### config.mk
export PLATFORM = sky130hd
export DESIGN_NAME = spike_event_encoder
export DESIGN_NICKNAME = d
export VERILOG_FILES = /design/src/rtl/spike_event_encoder.sv
export SDC_FILE = /design/constraint.sdc
export NUM_CORES = 1
export LEC_CHECK = 0
export CORE_ASPECT_RATIO = 1.4
export CORE_MARGIN = 4
export CORE_UTILIZATION = 50
export DETAILED_ROUTE_END_ITERATION = 6
export DONT_BUFFER_PORTS = 1
export HOLD_SLACK_MARGIN = 0.15
export PLACE_DENSITY = 0.69
export SETUP_SLACK_MARGIN = 0.05
export SYNTH_ARGS = -nofsm -noshare
export SYNTH_HDL_FRONTEND = slang
export SYNTH_SLANG_ARGS = --single-unit
### constraint.sdc
create_clock -name clk -period 11.12 [get_ports clk]
set_input_delay 3.336 -clock clk [delete_from_list [all_inputs] [get_ports clk]]
set_output_delay 3.336 -clock clk [all_outputs]
set_load 0.01 [all_outputs]
### src/rtl/spike_event_encoder.sv
// Spike event encoder: timestamps spikes from a LIF neuron, attaches the
// inter-spike interval and membrane potential, queues the events in a small
// first-word-fall-through FIFO, and reports a windowed spike rate.
//
// Event handshake: ev_valid is high whenever the FIFO holds an event and
// ev_ts/ev_isi/ev_pot present the oldest one; a transfer (pop) happens on a
// rising edge where ev_valid and ev_ready are both high; while ev_valid is high
// and ev_ready is low the presented event does not change.
module spike_event_encoder #(
    parameter int DEPTH = 4,
    parameter int TS_W  = 16
) (
    input  logic            clk,
    input  logic            rst,
    input  logic            en,
    input  logic            spike_in,
    input  logic [7:0]      state_in,
    input  logic [7:0]      window_len,
    input  logic            ev_ready,
    output logic            ev_valid,
    output logic [TS_W-1:0] ev_ts,
    output logic [TS_W-1:0] ev_isi,
    output logic [7:0]      ev_pot,
    output logic [7:0]      rate,
    output logic            rate_valid,
    output logic            overflow,
    output logic [7:0]      drop_cnt,
    input  logic            clr_ovf
);

    localparam int AW = $clog2(DEPTH);

    typedef struct packed {
        logic [TS_W-1:0] ts;
        logic [TS_W-1:0] isi;
        logic [7:0]      pot;
    } event_t;

    // Timestamp / interval state
    logic [TS_W-1:0] ts;
    logic [TS_W-1:0] isi;
    logic            seen;

    // FIFO state; pointers carry one extra wrap bit to tell full from empty
    event_t          mem [DEPTH];
    logic [AW:0]     wr_ptr;
    logic [AW:0]     rd_ptr;
    logic            empty;
    logic            full;
    logic            accept;
    logic            pop;
    logic            push;
    logic            drop;
    event_t          head;

    // Rate window state
    logic            win_active;
    logic [7:0]      win_cnt;
    logic [7:0]      win_len_q;
    logic [7:0]      spk_cnt;
    logic [7:0]      len_eff;
    logic [7:0]      cnt_eff;
    logic [7:0]      spk_eff;
    logic [7:0]      spk_next;
    logic            win_run;
    logic            win_end;

    // Handshake and FIFO occupancy decode
    always_comb begin
        empty  = (wr_ptr == rd_ptr);
        full   = (wr_ptr[AW] != rd_ptr[AW]) && (wr_ptr[AW-1:0] == rd_ptr[AW-1:0]);
        accept = en && spike_in;
        pop    = !empty && ev_ready;
        push   = accept && (!full || pop);
        drop   = accept && full && !pop;
        head   = mem[rd_ptr[AW-1:0]];
    end

    assign ev_valid = !empty;
    assign ev_ts    = head.ts;
    assign ev_isi   = head.isi;
    assign ev_pot   = head.pot;

    // Free-running timestamp and saturating inter-spike interval, frozen by en=0
    always_ff @(posedge clk or posedge rst) begin
        if (rst) begin
            ts   <= '0;
            isi  <= '0;
            seen <= 1'b0;
        end else if (en) begin
            ts <= ts + 1'b1;
            if (spike_in) begin
                isi  <= {{(TS_W-1){1'b0}}, 1'b1};
                seen <= 1'b1;
            end else if (seen && (isi != {TS_W{1'b1}})) begin
                isi <= isi + 1'b1;
            end
        end
    end

    // Event storage; contents need no reset because pointers gate visibility
    always_ff @(posedge clk) begin
        if (push) begin
            mem[wr_ptr[AW-1:0]] <= '{ts: ts, isi: isi, pot: state_in};
        end
    end

    // FIFO pointers
    always_ff @(posedge clk or posedge rst) begin
        if (rst) begin
            wr_ptr <= '0;
            rd_ptr <= '0;
        end else begin
            if (push) wr_ptr <= wr_ptr + 1'b1;
            if (pop)  rd_ptr <= rd_ptr + 1'b1;
        end
    end

    // Sticky overflow and saturating drop counter; a drop beats a clear
    always_ff @(posedge clk or posedge rst) begin
        if (rst) begin
            overflow <= 1'b0;
            drop_cnt <= '0;
        end else if (drop) begin
            overflow <= 1'b1;
            if (clr_ovf)                drop_cnt <= 8'd1;
            else if (drop_cnt != 8'hFF) drop_cnt <= drop_cnt + 8'd1;
        end else if (clr_ovf) begin
            overflow <= 1'b0;
            drop_cnt <= '0;
        end
    end

    // Window bookkeeping: an idle window starts on an enabled cycle with a
    // nonzero window_len, and that start cycle is window cycle 1
    always_comb begin
        len_eff  = win_active ? win_len_q : window_len;
        cnt_eff  = win_active ? win_cnt   : 8'd0;
        spk_eff  = win_active ? spk_cnt   : 8'd0;
        spk_next = (accept && (spk_eff != 8'hFF)) ? spk_eff + 8'd1 : spk_eff;
        win_run  = en && (len_eff != 8'd0);
        win_end  = win_run && ((cnt_eff + 8'd1) == len_eff);
    end

    // Window counters, rate register and one-cycle rate_valid pulse
    always_ff @(posedge clk or posedge rst) begin
        if (rst) begin
            win_active <= 1'b0;
            win_cnt    <= '0;
            win_len_q  <= '0;
            spk_cnt    <= '0;
            rate       <= '0;
            rate_valid <= 1'b0;
        end else begin
            rate_valid <= 1'b0;
            if (win_run) begin
                if (win_end) begin
                    rate       <= spk_next;
                    rate_valid <= 1'b1;
                    win_active <= 1'b0;
                    win_cnt    <= '0;
                    spk_cnt    <= '0;
                end else begin
                    win_active <= 1'b1;
                    win_cnt    <= cnt_eff + 8'd1;
                    spk_cnt    <= spk_next;
                    win_len_q  <= len_eff;
                end
            end
        end
    end

endmodule
==> flow_summary.ini, run 1 <==
[cts]
post_cts_buffers = 0
hold_buffers = 0
cts_sinks = 242
cts_buffers = 24
cts-root-buf = clkbuf_16
ctsResizeCount = 0
cts.clk_slew.worst_paths_ns = 0.06
cts_tree = built
cts_buffer_depth = 3
clock_latency_ns = 0.51
cts_htree_levels = 1

[finish]
final_cell_mix = 160 x edfxtp_1, 80 x dfrtp_1, 47 x nand2_1, 40 x mux4_2, 35 x xnor2_1
syn_to_final_growth_pct = 10.0
nets = 704
final_common_cell = edfxtp_1
drive_gt1_share_pct = 16.2
finalInstanceArea_um2 = 11300
finalNonFillerCells = 942
diodes = 0

[setup_path]
required_ns = 7.78
cpPeakStageDelay_ns = 0.67
cp_data_arrival_time_ns = 2.25
worstPathMaxFanout = 40
crit_chain = buf_4 -> mux4_2
critPathLaunchType = flop
critPathBufInv = 1
timing.critical_path.slowest_stage_cell = mux4_2
rrSetupSlack_ns = 7.87
timing.rr.end = rate[5]$_DFFE_PP0P_
worstSetupEndpointType = output port
r2r_cells = 8
cp_top_family = multiplexers
r2r-start = win_active$_DFFE_PP0P_
worstSetupPathType = reg -> out

[synthesis]
synthAdderAreaFrac_pct = 1.22
syn_area_per_cell_um2 = 15.3
synthCells = 670
yosys-top-cells-area = edfxtp_1 47%, dfrtp_1 20%, mux4_2 8.8%, xnor2_1 3.0%, nand2_1 1.7%
synthMuxAreaShare_pct = 11.6
syn_area_um2 = 10200
ys_ff_latch = 242
synth_top_family_by_area = multiplexers
synthSimpleGateAreaFrac_pct = 8.93
synth_fp_nets = 702
async_flop_share_pct = 33.9
synth_compound_area_share_pct = 4.97
ys_seq_area_share_pct = 67.0
ys.flop_type = edfxtp_1
synth_cell_types = 58
yosysWarnings = 0
synth-edff-count = 160
synth_xor_area_share_pct = 4.28
synth_top_area_share_pct = 46.9
synth_largest_area_cell = edfxtp_1

[global_route]
first_global_vias = 5911
grt_usage_pct = 17.1
antenna_found_initial = 0
grt_pass1_wl_mm = 31.3
gr-total-overflow = 0
grt_start_max_net_pins = 57

[timing]
finalCriticalPeriod_ns = 5.59
worst_slew_pin_slew_ns = 1.11
setup_tns_ns = 0
setup_viol = 0
hold_ws_ns = 0.485
post-route-period-util_pct = 50.2
slew_headroom_pct = 26.1
rsz0062_at_grt = false
drv_slew = 0
fin_skew_ns = 0.0123
worst_slack_ns = 5.53
final_hold_viol_count = 0
fmax_mhz = 179

[power]
p_leak_uw = 0.00412
cellPowerDensity_nw_per_um2 = 214
intPower_uw = 1750
swShare_pct = 27.3
pwr-share-comb_pct = 17.8
p_sw_uw = 657
pwr-share-clk_pct = 33.1
peakVddDrop_mv = 0.147
seqPwrFrac_pct = 49.1

[drt]
wl_per_cell_um = 20.4
drt-initial-drc-count = 214
viasPerCell = 5.92
antenna_left = 0
drc = 0
wl_mm = 19.2
vias = 5579
dr.pass1.iters = 4

[die]
io_pins = 81
design.core.area_um2 = 20000
die_w_um = 129
die_h_um = 177
initial_utilization_pct = 51.2
dieArea_um2 = 22900
fp-row-count = 61

[placement]
gp_congestion = 0.805
dp.cells = 898
placed_area_um2 = 10500
place_ws_ns = 5.70
port_buffers = 0
hpwl_mm = 11.7

[status]
status = complete, no violations

[hold_path]
min_path_cells = 1
hp-class = reg -> reg
whs_endpoint = wr_ptr[2]$_DFFE_PP0N_
holdCritStartpoint = wr_ptr[2]$_DFFE_PP0N_

[job]
drv_cap = 0
flip-flops by register name (all words and copies together), names as in the netlist:
name        flops
seen            1
win_active      1
spk_cnt         8
win_cnt         8
rate_valid      1
rd_ptr          3
win_len_q       8
overflow        1
wr_ptr          3
mem           160
rate            8
drop_cnt        8
isi            16
ts             16
area by class of cell:
type                            count  area, µm²
Multi-Input combinational cell    379       3180
Timing Repair Buffer                5       37.5
Sequential cell                   242       6860
Clock inverter                      9       85.1
Fill cell                        1541       8730
Clock buffer                       35        714
Inverter                           20       76.3
Tap cell                          252        315
power groups by stage:
stage	Sequential, µW	Combinational [µW]	Clock [µW]
3_3_place_gp	1200	434	0
5_1_grt	1200	474	859
4_1_cts	1190	445	820
6_report	1180	429	797
3_5_place_dp	1200	442	0
2_1_floorplan	1150	385	0
kinds of logic (layout without fill, tap and decap cells):
family,Yosys count,count (layout)
DFF,242,242
adders and majority gates,10,10
muxes,66,66
and+or+nand+nor,177,177
buffers and inverters,49,69
xor gates and xnor gates,50,50
AOI/OAI and AO/OA,76,76
metrics by stage:
step	total power, µW	utilization [%]
finish	2410	56.3
global route	2530	56.3
CTS	2450	56.3
detailed placement	1650	52.3
global placement	1630	52.3
floorplan	1530	-
how the worst max path moves through the flow:
stage / startpoint / endpoint / slack [ns] / depth (start not counted)
3_3_place_gp: window_len[7] / rate[5]$_DFFE_PP0P_ / 5.76 / 6
6_report: rd_ptr[0]$_DFFE_PP0P_ / ev_isi[9] / 5.53 / 2
4_1_cts: rd_ptr[0]$_DFFE_PP0P_ / ev_isi[7] / 5.45 / 2
5_1_grt: rd_ptr[0]$_DFFE_PP0P_ / ev_isi[7] / 5.37 / 2
3_5_place_dp: window_len[7] / rate[5]$_DFFE_PP0P_ / 5.70 / 6
2_1_floorplan: spike_in / mem[1][0]$_DFFE_PP_ / 5.56 / 4
metal layers:
metal	global-route usage (%)	wire, µm	part of all wire [%]
met5	0	0	0
met4	5.39	396	2.1
met3	2.95	946	4.9
met2	31.2	10300	54
met1	20.4	7500	39
synthesized netlist by cell type, drive strengths merged, types with 2 or more instances:
master  instances
o31ai           3
inv            20
nor4           11
a31oi           7
o211ai          6
and3           16
mux4           40
nand2b          4
buf            13
xnor2          35
a41oi           2
a21oi           8
ha             10
mux2           14
or4             3
mux2i          12
or2             2
nor3           13
and2            6
o22ai           7
nor2           31
and4            5
a22o            2
a21o            2
nand4           8
or3             3
o21ai          25
nand2          47
clkbuf         16
nor2b           4
edfxtp        160
dfrtp          82
xor2           15
nand3          22
o21a            4
Power figures use the tool's default switching activity.
==> run 2, diff against run 1 <==
- clock period: 11.12 -> 5.19 ns (I/O delays scaled with it)
==> run 2 against run 1 <==
  * Highest routed layer unchanged
  * First-iteration DRC count increased by 20%
  * Core utilization decreased by 0.088 points
  * Clock skew increased by 0.00079 ns
  * Critical endpoint is now ev_isi[14]
  * Die area unchanged
  * Sequential cell count unchanged
  * Register-to-register slack got worse by 5.9 ns
  * Non-clock buffer count increased by 1
==> flow_summary.ini, run 2 (synthesis gave the netlist of run 1 again) <==
[status]
status = complete, no violations

[setup_path]
cp_top_family = flip-flops
critPathLaunch = rd_ptr[0]$_DFFE_PP0P_
cp_data_arrival_time_ns = 2.18
r2r_cells = 8
r2r-start = win_cnt[0]$_DFFE_PP0P_
required_ns = 3.63
worstSetupEndpointType = output port
timing.rr.end = rate[5]$_DFFE_PP0P_
timing.critical_path.slowest_stage_cell = dfrtp_2
worstPathMaxFanout = 18
rrSetupSlack_ns = 1.98
critPathLaunchType = flop
critPathBufInv = 1
worstSetupPathType = reg -> out
cpPeakStageDelay_ns = 0.62
crit_chain = buf_4 -> mux4_2

[cts]
cts.clk_slew.worst_paths_ns = 0.07
cts-root-buf = clkbuf_16
clock_latency_ns = 0.50
cts_buffer_depth = 3
post_cts_buffers = 0
cts_sinks = 242
ctsResizeCount = 0
hold_buffers = 0
cts_tree = built
cts_htree_levels = 1
cts_buffers = 23

[finish]
final_common_cell = edfxtp_1
nFillCells = 1523
final_cell_mix = 160 x edfxtp_1, 80 x dfrtp_1, 47 x nand2_1, 40 x mux4_2, 35 x xnor2_1
drive_gt1_share_pct = 15.7
syn_to_final_growth_pct = 9.85
nets = 704
diodes = 0
finalNonFillerCells = 941
largest_reg_flops = 160

[die]
fp-row-count = 61
initial_utilization_pct = 51.2
design.core.area_um2 = 20000
die_w_um = 129
dieArea_um2 = 22900
io_pins = 81
die_h_um = 177

[placement]
port_buffers = 0
hpwl_mm = 11.9
gp_congestion = 0.787
dp.cells = 899
place_ws_ns = 1.54

[global_route]
first_global_vias = 5836
grt_pass1_wl_mm = 30.1
antenna_found_initial = 0
grt_start_max_net_pins = 50
gr-total-overflow = 0
grt_usage_pct = 16.3

[hold_path]
whs_endpoint = wr_ptr[2]$_DFFE_PP0N_
hp-class = reg -> reg
holdCritStartpoint = wr_ptr[2]$_DFFE_PP0N_
min_path_cells = 1

[timing]
setup_viol = 0
hold_ws_ns = 0.496
worst_slew_pin_slew_ns = 1.10
setup_tns_ns = 0
fmax_mhz = 268
post-route-period-util_pct = 72.0
rsz0062_at_grt = false
slew_headroom_pct = 26.9
worst_slack_ns = 1.46
finalCriticalPeriod_ns = 3.73
drv_slew = 0
final_hold_viol_count = 0
fin_skew_ns = 0.0131

[power]
p_leak_uw = 0.00412
finalPower_uw = 5170
peakVddDrop_mv = 0.235
cellPowerDensity_nw_per_um2 = 460

[drt]
vias = 5509
viasPerCell = 5.85
drc = 0
wl_per_cell_um = 19.6
dr.pass1.iters = 4
drt-initial-drc-count = 257
wl_mm = 18.5
antenna_left = 0

[job]
drv_cap = 0
run 2: cell types whose count changed in the layout (fill, tap and decap cells not counted):
cell        previous run  this run
clkbuf_16             26        23
clkbuf_8               3         1
clkinvlp_4             2         0
buf_4                  5         6
bufinv_16              1         4
inv_6                  0         1
clkbuf_1               6        10
clkinv_1               1         0
clkinv_4               3         1
run 2: how the worst max path moves through the flow:
| stage | to | slack [ns] | cells past startpoint |
|---|---|---|---|
| 6_report | ev_isi[14] | 1.46 | 2 |
| 5_1_grt | ev_isi[14] | 1.29 | 2 |
| 4_1_cts | ev_isi[14] | 1.38 | 2 |
| 2_1_floorplan | rate[0]$_DFFE_PP0P_ | 1.32 | 15 |
| 3_3_place_gp | rate[2]$_DFFE_PP0P_ | 1.61 | 6 |
| 3_5_place_dp | rate[5]$_DFFE_PP0P_ | 1.54 | 6 |
run 2: cell type report:
class	instances	area (µm²)	share of cell area (%)
Clock inverter	8	148	1.31
Timing Repair Buffer	6	45.0	0.400
Multi-Input combinational cell	379	3180	28.3
Inverter	20	76.3	0.679
Sequential cell	242	6860	61.0
Tap cell	252	315	2.80
Clock buffer	34	627	5.57
run 2: where the power goes:
part           internal, µW  switching, µW
registers              2330            226
clock network          1040            677
logic                   420            481
run 2: per-layer routing:
layer / track usage [%] / part of all wire [%] / wire [µm] / vias up
met5: 0 / 0 / 0 / -
met1: 20.0 / 40 / 7340 / 2787
met2: 29.8 / 54 / 9910 / 139
met4: 4.29 / 2.1 / 383 / 0
met3: 2.62 / 4.6 / 854 / 32
li1: - / - / - / 2551
run 2: worst register-to-register path, cell delays in order, from the launching register on:
cell and delay [ns]:
dfrtp_1 0.40, and2_1 0.17, ha_1 0.29, and3_4 0.23
nand4_1 0.19, xnor2_1 0.20, or4_4 0.61, nor3_4 0.58
mux2_2 0.40
run 2: stage by stage:
stage / cell area [µm²] / utilization [%]
after floorplan: 10200 / -
after CTS: 11200 / 56.3
final: 11200 / 56.3
after global placement: 10500 / 52.4
after detailed placement: 10500 / 52.4
after global routing: 11200 / 56.3
